==> src/rtl/prbs_pkg.sv <==
// Shared types and polynomial helpers for the PRBS checker and its LFSR.
// Supported generators: PRBS7 (x^7+x^6+1), PRBS15 (x^15+x^14+1), PRBS31 (x^31+x^28+1).
package prbs_pkg;

    typedef enum logic [1:0] {
        SEEK   = 2'd0,
        VERIFY = 2'd1,
        LOCKED = 2'd2
    } state_e;

    typedef struct packed {
        logic [5:0] t1;
        logic [5:0] t2;
    } taps_t;

    function automatic bit prbs_order_legal(input int order);
        return (order == 7) || (order == 15) || (order == 31);
    endfunction

    function automatic taps_t prbs_taps(input int order);
        taps_t t;
        case (order)
            15: begin
                t.t1 = 6'd15;
                t.t2 = 6'd14;
            end
            31: begin
                t.t1 = 6'd31;
                t.t2 = 6'd28;
            end
            default: begin
                t.t1 = 6'd7;
                t.t2 = 6'd6;
            end
        endcase
        return t;
    endfunction

endpackage

==> src/rtl/prbs_lfsr.sv <==
// PRBS shift register with predicted-bit output; s[0] holds the newest bit.
// Loads either the received bit (acquisition) or its own prediction (free-run).
module prbs_lfsr
    import prbs_pkg::*;
#(
    parameter int ORDER = 7
) (
    input  logic clock,
    input  logic reset,
    input  logic shift_en,
    input  logic load_pred,
    input  logic bit_in,
    output logic pred
);

    localparam taps_t TAPS = prbs_taps(ORDER);
    localparam int    T1   = int'(TAPS.t1);
    localparam int    T2   = int'(TAPS.t2);

    logic [ORDER-1:0] s_q;
    logic [ORDER-1:0] s_d;

    assign pred = s_q[T1-1] ^ s_q[T2-1];

    always_comb begin
        s_d = s_q;
        if (shift_en) begin
            s_d = {s_q[ORDER-2:0], load_pred ? pred : bit_in};
        end
    end

    always_ff @(posedge clock or posedge reset) begin
        if (reset) begin
            s_q <= '0;
        end else begin
            s_q <= s_d;
        end
    end

endmodule

==> config.mk <==
export PLATFORM = sky130hd
export DESIGN_NAME = prbs_lfsr
export DESIGN_NICKNAME = d
export VERILOG_FILES = /design/src/rtl/prbs_pkg.sv /design/src/rtl/prbs_lfsr.sv
export SDC_FILE = /design/constraint.sdc
export NUM_CORES = 1
export LEC_CHECK = 0
export ABC_AREA = 1
export BUFFER_PORTS_ARGS = -buffer_cell sky130_fd_sc_hd__buf_4
export CORE_AREA = 4 4 41 43
export CTS_CLUSTER_DIAMETER = 200
export DETAILED_ROUTE_END_ITERATION = 8
export DIE_AREA = 0 0 45 47
export HOLD_SLACK_MARGIN = 0.05
export PLACE_DENSITY = 0.51
export SLEW_MARGIN = 20
export SYNTH_ARGS = -nofsm -noshare
export SYNTH_HDL_FRONTEND = slang
export SYNTH_SLANG_ARGS = --single-unit
==> constraint.sdc <==
create_clock -name clock -period 0.82 [get_ports clock]
set_input_delay 0.164 -clock clock [delete_from_list [all_inputs] [get_ports clock]]
set_output_delay 0.164 -clock clock [all_outputs]
set_load 0.005 [all_outputs]
==> results.json, run 1 <==
{
  "status": "finished with violations",
  "violations": "setup timing",
  "vias_per_cell": 3.86,
  "clk_pin_slew_ps": 50,
  "vias": 251,
  "synth_cells": 37,
  "antenna_cells": 0,
  "hold_path.class": "input port to flop",
  "initial_core_util_pct": 24.3,
  "htree_levels": 1,
  "io_buffers": 5,
  "power.static_leakage_uw": 0.000236,
  "drc_errors": 0,
  "crit_type": "flop to output pin",
  "ys_ff_latch": 7,
  "cts-root-buf": "clkbuf_4",
  "grt_max_degree": 10,
  "synth_area_sq_um": 317,
  "finalNetCount": 56,
  "ys_warn_count": 0,
  "grt_pass1_wl_microns": 1070,
  "track_usage_pct": 7.25,
  "top_regs": "s_q x7",
  "io_pins": 6,
  "ir_drop_mv": 0.953,
  "netlist-cell-type-count": 10,
  "crit_top_cell": "nand2_2",
  "period_needed_ps": 1130,
  "critPathCaptureType": "output pin",
  "place_congestion": 0.633,
  "finalHoldViolCount": 0,
  "maxCapViolations": 0,
  "wl_microns": 565,
  "cts_sinks": 7,
  "setup_viol": 2,
  "required_ps": 660,
  "rows": 13,
  "drt_pre_antenna_iters": 2,
  "clk_latency_ps": 250,
  "die_h_microns": 47,
  "yosysSeqAreaShare_pct": 55.3,
  "placed_area_sq_um": 377,
  "critPathArrivalTime_ps": 960,
  "core_sq_um": 1300,
  "regMostFlops": "s_q",
  "drtIter0Drc": 2,
  "antenna_found_initial": 0,
  "synth_nets": 42,
  "antenna_left": 0,
  "fin_skew_ps": 0.570,
  "synthAdderAreaFrac_pct": 0,
  "synth_mux_area_share_pct": 0,
  "drive_gt1_share_pct": 42.0,
  "synth_top_family_by_area": "simple AND/OR/NAND/NOR gates",
  "cpMaxStageDelayCell": "dfrtp_1",
  "setup_ws_ps": -306,
  "dp_hpwl_microns": 415,
  "largest_reg_flops": 7,
  "crit_buf_inv": 2,
  "overflow": 0,
  "fp.dieArea_sq_um": 2120,
  "area_delta_synth_final_pct": 41.1,
  "die_w_microns": 45,
  "grt_pass1_vias": 256,
  "routedWlPerCell_microns": 8.69,
  "final_cells": 65,
  "powerDensity_nw_per_um2": 2220,
  "finalMaxSlewViolations": 0,
  "fill_cells": 144,
  "grt_setup_unrepaired": "yes",
  "fin_crit_sh_pct": 137,
  "cts_buffers": 3,
  "slew_headroom_pct": 82.6,
  "avgSynthCellArea_sq_um": 8.56,
  "worst_pin_slew_ps": 261,
  "crit_family": "flip-flops",
  "final_area_sq_um": 447,
  "crit_path_max_incr_delay_ps": 410,
  "synth-compound-area-share_pct": 3.16,
  "synth-simple-area-share_pct": 31.6,
  "max_freq_ghz": 0.888,
  "cp-start-kind": "flop",
  "cts.path.max_buffers": 2,
  "cts_tree": "done",
  "crit_chain": "inv_2, nand2_2, nand2_2, buf_6",
  "place_inst": 58,
  "worstPathMaxFanout": 3,
  "synth_xor_area_share_pct": 0
}
-- metrics by stage --
step,setup TNS [ps],power (uW),worst slack (ps),utilization [%],hold slack [ps]
finish,-461,992,-306,34.3,167
global route,-662,1070,-371,34.3,178
CTS,-347,967,-301,32.7,183
detailed placement,-36.0,621,-36.0,28.9,118
global placement,-15.5,616,-15.5,28.9,117
floorplan,0,541,82.8,-,-32.6
-- final timing paths --
check                                   start                  to  slack [ps]  cells after the start
min reg2reg                s_q[3]$_DFFE_PP0P_  s_q[4]$_DFFE_PP0P_         470                      2
max                        s_q[5]$_DFFE_PP0P_                pred        -310                      4
min in group asynchronous               reset  s_q[2]$_DFFE_PP0P_         400                      3
min                                  shift_en  s_q[5]$_DFFE_PP0P_         170                      2
max in group asynchronous               reset  s_q[5]$_DFFE_PP0P_         210                      3
max reg2reg                s_q[5]$_DFFE_PP0P_  s_q[5]$_DFFE_PP0P_        -150                      5
-- Yosys cell counts (all sizes together) --
master,n,area [sq um]
nand3,1,10.0
dfrtp,7,175
buf,1,11.3
o21ai,2,10.0
inv,4,20.0
nor2,2,15.0
nand2,20,75.1
-- layer usage --
| layer | global-route usage (%) | vias to the layer above | part of all wire (%) |
|---|---|---|---|
| met5 | 0 | - | 0 |
| met4 | 5.26 | 0 | 2.5 |
| met3 | 2.68 | 2 | 5.8 |
| met2 | 9.60 | 5 | 46 |
| met1 | 9.53 | 108 | 45 |
| li1 | - | 136 | - |
-- area by class of cell --
type / count / area (sq um) / share of cell area (%)
Timing Repair Buffer: 10 / 85.1 / 19.0
Multi-Input combinational cell: 25 / 121 / 27.2
Inverter: 4 / 20.0 / 4.48
Sequential cell: 7 / 175 / 39.2
Tap cell: 15 / 18.8 / 4.20
Clock buffer: 4 / 26.3 / 5.88
-- layout by cell type (no fill, tap or decap), drive strengths merged --
master        n
buf           9
clkbuf        4
dfrtp         7
dlygate4sd3   1
inv           4
nand2        20
nand3         1
nor2          2
o21ai         2
-- where the power goes --
group | total (uW) | switching [uW] | internal, uW
Sequential | 438 | 35.9 | 402
Clock | 312 | 126 | 186
Combinational | 241 | 107 | 135
-- logic make-up after synthesis --
kind of cell	count (synthesis)
AO/OA/AOI/OAI	2
buffers and inverters	5
flip-flops	7
AND/OR/NAND/NOR	23
-- what timing repair did --
item                                    in CTS  in global routing
setup buffers                                1                  1
resized for setup                            3                  4
hold buffers                                 1                  0
gates cloned                                 0                  0
endpoints found under the setup margin       1                  3
endpoints found under the hold margin        7                  0
pin swaps                                    0                  2
Note: power is estimated with default switching activity, not from simulation.
==> run 2, diff against run 1 <==
--- a/config.mk
+++ b/config.mk
@@ -6,7 +6,7 @@
 export NUM_CORES = 1
 export LEC_CHECK = 0
 export ABC_AREA = 1
-export BUFFER_PORTS_ARGS = -buffer_cell sky130_fd_sc_hd__buf_4
+export BUFFER_PORTS_ARGS = -buffer_cell sky130_fd_sc_hd__buf_2
 export CORE_AREA = 4 4 41 43
 export CTS_CLUSTER_DIAMETER = 200
 export DETAILED_ROUTE_END_ITERATION = 8
==> run 2 against run 1 <==
  * Critical path depth unchanged
  * Routed wire length is 3.5% higher
  * The run still ends with setup timing left
  * Largest power group unchanged
  * Via count grew 6.4%
  * Maximum frequency increased by 3.5%
  * Sequential share of layout area grew 0.33 points
  * Core utilization fell by 0.29 points
  * Worst setup slack better by 38 ps
  * Global-route usage up 0.48 points
  * Combinational power fell by 5%
  * Die area is the same
  * Clock skew is essentially flat
  * Final cell count grew 3.1%
  * Critical path type unchanged
==> results.json, run 2 (synthesis gave the netlist of run 1 again) <==
{
  "crit_type": "flop to output pin",
  "critPathCaptureType": "output pin",
  "antenna_cells": 0,
  "fin_skew_ps": 0.205,
  "final_common_cell": "nand2_1",
  "die_h_microns": 47,
  "post-place-ws_ps": -30.7,
  "status": "finished with violations",
  "power.static_leakage_uw": 0.000241,
  "vias": 267,
  "grt_pass1_wl_microns": 1120,
  "worst_pin_slew_ps": 270,
  "fp.dieArea_sq_um": 2120,
  "io_buffers": 5,
  "antenna_found_initial": 0,
  "dp_hpwl_microns": 432,
  "maxCapViolations": 0,
  "period_needed_ps": 1090,
  "max_freq_ghz": 0.919,
  "wl_microns": 585,
  "core_sq_um": 1300,
  "finalNetCount": 58,
  "slew_headroom_pct": 82.0,
  "regMostFlops": "s_q",
  "place_inst": 58,
  "final_cell_mix": "nand2_1 (18), dfrtp_1 (7), buf_4 (6), buf_2 (5), clkbuf_4 (3)",
  "cp-start-kind": "flop",
  "worstPathMaxFanout": 2,
  "ir_drop_mv": 0.806,
  "track_usage_pct": 7.72,
  "clk_latency_ps": 250,
  "top_regs": "s_q x7",
  "finalMaxSlewViolations": 0,
  "vias_per_cell": 3.99,
  "required_ps": 660,
  "cts-root-buf": "clkbuf_4",
  "cts.path.max_buffers": 2,
  "final_cells": 67,
  "largest_reg_flops": 7,
  "setup_viol": 3,
  "die_w_microns": 45,
  "drive_gt1_share_pct": 44.2,
  "powerDensity_nw_per_um2": 2200,
  "cts_tree": "done",
  "grt_max_degree": 10,
  "area_delta_synth_final_pct": 39.9,
  "clk_pin_slew_ps": 50,
  "setup_ws_ps": -268,
  "grt_setup_unrepaired": "yes",
  "violations": "setup timing",
  "cts_sinks": 7,
  "grt_pass1_vias": 266,
  "rows": 13,
  "hold_path.class": "input port to flop",
  "finalHoldViolCount": 0,
  "overflow": 0,
  "htree_levels": 1,
  "utilization_pct": 34.0,
  "drc_errors": 0,
  "initial_core_util_pct": 24.3,
  "antenna_left": 0,
  "drt_pre_antenna_iters": 2,
  "place_congestion": 0.626,
  "critPathArrivalTime_ps": 920,
  "whs_ps": 202,
  "drtIter0Drc": 2,
  "fin_crit_sh_pct": 133,
  "io_pins": 6,
  "power_uw": 976,
  "cts_buffers": 3,
  "routedWlPerCell_microns": 8.73
}
-- run 2: cell types whose count changed in the layout (fill, tap and decap cells not counted) --
cell     previous run  this run
buf_2               0         5
nand2_2             3         2
nand2_1            17        18
o21ai_1             1         0
o21ai_2             1         2
buf_6               2         0
buf_4               7         6
-- run 2: power breakdown --
group          switching [uW]  internal [uW]  total [uW]
Clock                     122            185         307
Sequential               36.4            403         439
Combinational             103            126         230
-- run 2: worst paths after layout --
path | start | endpoint | slack [ps] | cells after the start
max | s_q[6]$_DFFE_PP0P_ | pred | -270 | 4
min | load_pred | s_q[0]$_DFFE_PP0P_ | 200 | 4
max reg2reg | s_q[5]$_DFFE_PP0P_ | s_q[0]$_DFFE_PP0P_ | -140 | 7
min reg2reg | s_q[3]$_DFFE_PP0P_ | s_q[3]$_DFFE_PP0P_ | 470 | 2
max in group asynchronous | reset | s_q[1]$_DFFE_PP0P_ | 230 | 3
min in group asynchronous | reset | s_q[3]$_DFFE_PP0P_ | 380 | 3
-- run 2: area by class of cell --
class                           count  area, sq um
Clock buffer                        4         26.3
Fill cell                         149          858
Inverter                            4         20.0
Multi-Input combinational cell     25          123
Sequential cell                     7          175
Tap cell                           15         18.8
Timing Repair Buffer               12         80.1
-- run 2: layer usage --
metal / track usage [%] / wire (microns)
met5: 0 / 0
met4: 7.02 / 23
met3: 2.68 / 38
met2: 11.0 / 277
met1: 9.07 / 245
-- run 2: worst max-delay path, cell delays in order, from the launching register on --
cell,delay (ps)
dfrtp_1,390
inv_2,70
nand2_2,50
nand2_1,60
buf_2,100
-- run 2: timing repair --
item                                    in CTS  in global routing
resized for setup                            3                  2
pin swaps                                    0                  0
hold buffers                                 1                  0
endpoints found under the setup margin       1                  4
setup buffers                                2                  2
hold endpoints to repair                     7                  0
-- run 2: per-stage QoR --
| step | setup TNS [ps] | cell area [sq um] |
|---|---|---|
| CTS | -380 | 420 |
| floorplan | 0 | 317 |
| global route | -601 | 443 |
| global placement | -20.9 | 364 |
| finish | -429 | 443 |
| detailed placement | -30.7 | 364 |
==> run 3, diff against run 2 <==
==> constraint.sdc (replaced) <==
create_clock -name clock -period 1.1 [get_ports clock]
set_input_delay 0.22 -clock clock [delete_from_list [all_inputs] [get_ports clock]]
set_output_delay 0.22 -clock clock [all_outputs]
set_load 0.005 [all_outputs]
==> run 3 against run 2 <==
  * The run still ends with setup timing left
  * Clock power decreased by 26%
  * Routed wire length decreased by 9.1%
  * Worst setup slack improved by 230 ps
  * Critical path depth unchanged
  * Non-clock buffer count decreased by 1
==> results.json, run 3 (synthesis gave the netlist of run 1 again) <==
{
  "status": "finished with violations",
  "violations": "setup timing",
  "die_h_microns": 47,
  "cp-start-kind": "flop",
  "antenna_found_initial": 0,
  "ir_drop_mv": 0.591,
  "grt_max_degree": 10,
  "vias": 251,
  "comb_power_share_pct": 22.0,
  "die_w_microns": 45,
  "initial_core_util_pct": 24.3,
  "htree_levels": 1,
  "drc_errors": 0,
  "required_ps": 880,
  "worstPathMaxFanout": 3,
  "finalNetCount": 57,
  "place_inst": 56,
  "cts_tree": "done",
  "worst_pin_slew_ps": 258,
  "swShare_pct": 26.3,
  "top_regs": "s_q x7",
  "maxCapViolations": 0,
  "track_usage_pct": 6.46,
  "io_buffers": 5,
  "power.static_leakage_uw": 0.000233,
  "regMostFlops": "s_q",
  "crit_type": "flop to output pin",
  "cts-root-buf": "clkbuf_4",
  "critPathCaptureType": "output pin",
  "clk_pin_slew_ps": 50,
  "clk_latency_ps": 240,
  "grt_pass1_wl_microns": 931,
  "core_sq_um": 1300,
  "cts_sinks": 7,
  "grt_setup_unrepaired": "yes",
  "period_needed_ps": 1140,
  "vias_per_cell": 3.80,
  "p_seq_share_pct": 46.0,
  "fin_skew_ps": 0.752,
  "final_cell_mix": "nand2_1 (18), dfrtp_1 (7), buf_2 (5), buf_4 (5), clkbuf_4 (3)",
  "cts_buffers": 3,
  "wl_microns": 532,
  "fp.dieArea_sq_um": 2120,
  "max_freq_ghz": 0.878,
  "slew_headroom_pct": 82.8,
  "cts.path.max_buffers": 2,
  "antenna_left": 0,
  "overflow": 0,
  "p_int_uw": 522,
  "drtIter0Drc": 3,
  "place_congestion": 0.599,
  "power_uw": 709,
  "fin_crit_sh_pct": 104,
  "powerDensity_nw_per_um2": 1660,
  "hold_path.class": "input port to flop",
  "pwr-share-clk_pct": 32.0,
  "area_delta_synth_final_pct": 35.2,
  "finalMaxSlewViolations": 0,
  "largest_reg_flops": 7,
  "final_cells": 66,
  "antenna_cells": 0,
  "critPathArrivalTime_ps": 920,
  "setup_ws_ps": -39.1,
  "drive_gt1_share_pct": 39.2,
  "finalHoldViolCount": 0,
  "rows": 13,
  "final_common_cell": "nand2_1",
  "grt_pass1_vias": 232,
  "drt_pre_antenna_iters": 2,
  "routedWlPerCell_microns": 8.06,
  "io_pins": 6,
  "switchingPower_uw": 186,
  "setup_viol": 1
}
[run 3: layout make-up]
type                    instances  area (sq um)
clock buffers                   4          26.3
fillers                       143           873
inverters                       4          20.0
multi-input cells              25           115
flip-flops and latches          7           175
well taps                      15          18.8
repair buffers                 11          72.6
[run 3: critical path: stages, from the launching register on]
cell	delay [ps]
dfrtp_1	400
inv_2	70
nand2_2	50
nand2_1	50
buf_2	100
[run 3: metal layers]
| metal | GRT usage, % | share of wire [%] | wire length, microns |
|---|---|---|---|
| met4 | 5.26 | 0 | 0 |
| met2 | 8.19 | 47 | 252 |
| met5 | 0 | 0 | 0 |
| met3 | 2.68 | 4.9 | 26 |
| met1 | 8.41 | 47 | 252 |
[run 3: what timing repair did]
action | 4_1_cts | 5_1_grt
hold buffers | 1 | 0
endpoints found under the setup margin | 1 | 1
buffers inserted | 3 | 2
gates resized for setup | 3 | 0
hold endpoints to repair | 7 | 0
[run 3: stage by stage]
| stage | utilization [%] | worst slack [ps] | hold WS [ps] | cell area (sq um) | setup TNS [ps] |
|---|---|---|---|---|---|
| 2_1_floorplan | - | 321 | 23.4 | 317 | 0 |
| 3_3_place_gp | 26.8 | 203 | 161 | 349 | 0 |
| 3_5_place_dp | 26.8 | 199 | 159 | 349 | 0 |
| 4_1_cts | 31.7 | -47.1 | 267 | 413 | -47.1 |
| 5_1_grt | 32.9 | -127 | 272 | 428 | -127 |
| 6_report | 32.9 | -39.1 | 271 | 428 | -39.1 |
[run 3: power groups by stage]
| stage | Sequential, uW | Clock [uW] | Combinational [uW] |
|---|---|---|---|
| 4_1_cts | 326 | 238 | 142 |
| 3_5_place_dp | 326 | 0 | 107 |
| 3_3_place_gp | 326 | 0 | 105 |
| 2_1_floorplan | 323 | 0 | 80.3 |
| 6_report | 326 | 227 | 156 |
| 5_1_grt | 331 | 256 | 181 |
[run 3: path summary, 6_finish.rpt]
check	start	endpoint	slack (ps)	depth (start not counted)
worst min register to register	s_q[4]$_DFFE_PP0P_	s_q[4]$_DFFE_PP0P_	470	2
worst max register to register	s_q[5]$_DFFE_PP0P_	s_q[5]$_DFFE_PP0P_	230	4
worst max-delay path	s_q[5]$_DFFE_PP0P_	pred	-40	4
min in group asynchronous	reset	s_q[3]$_DFFE_PP0P_	440	3
worst min-delay path	load_pred	s_q[0]$_DFFE_PP0P_	270	4
max in group asynchronous	reset	s_q[0]$_DFFE_PP0P_	450	3
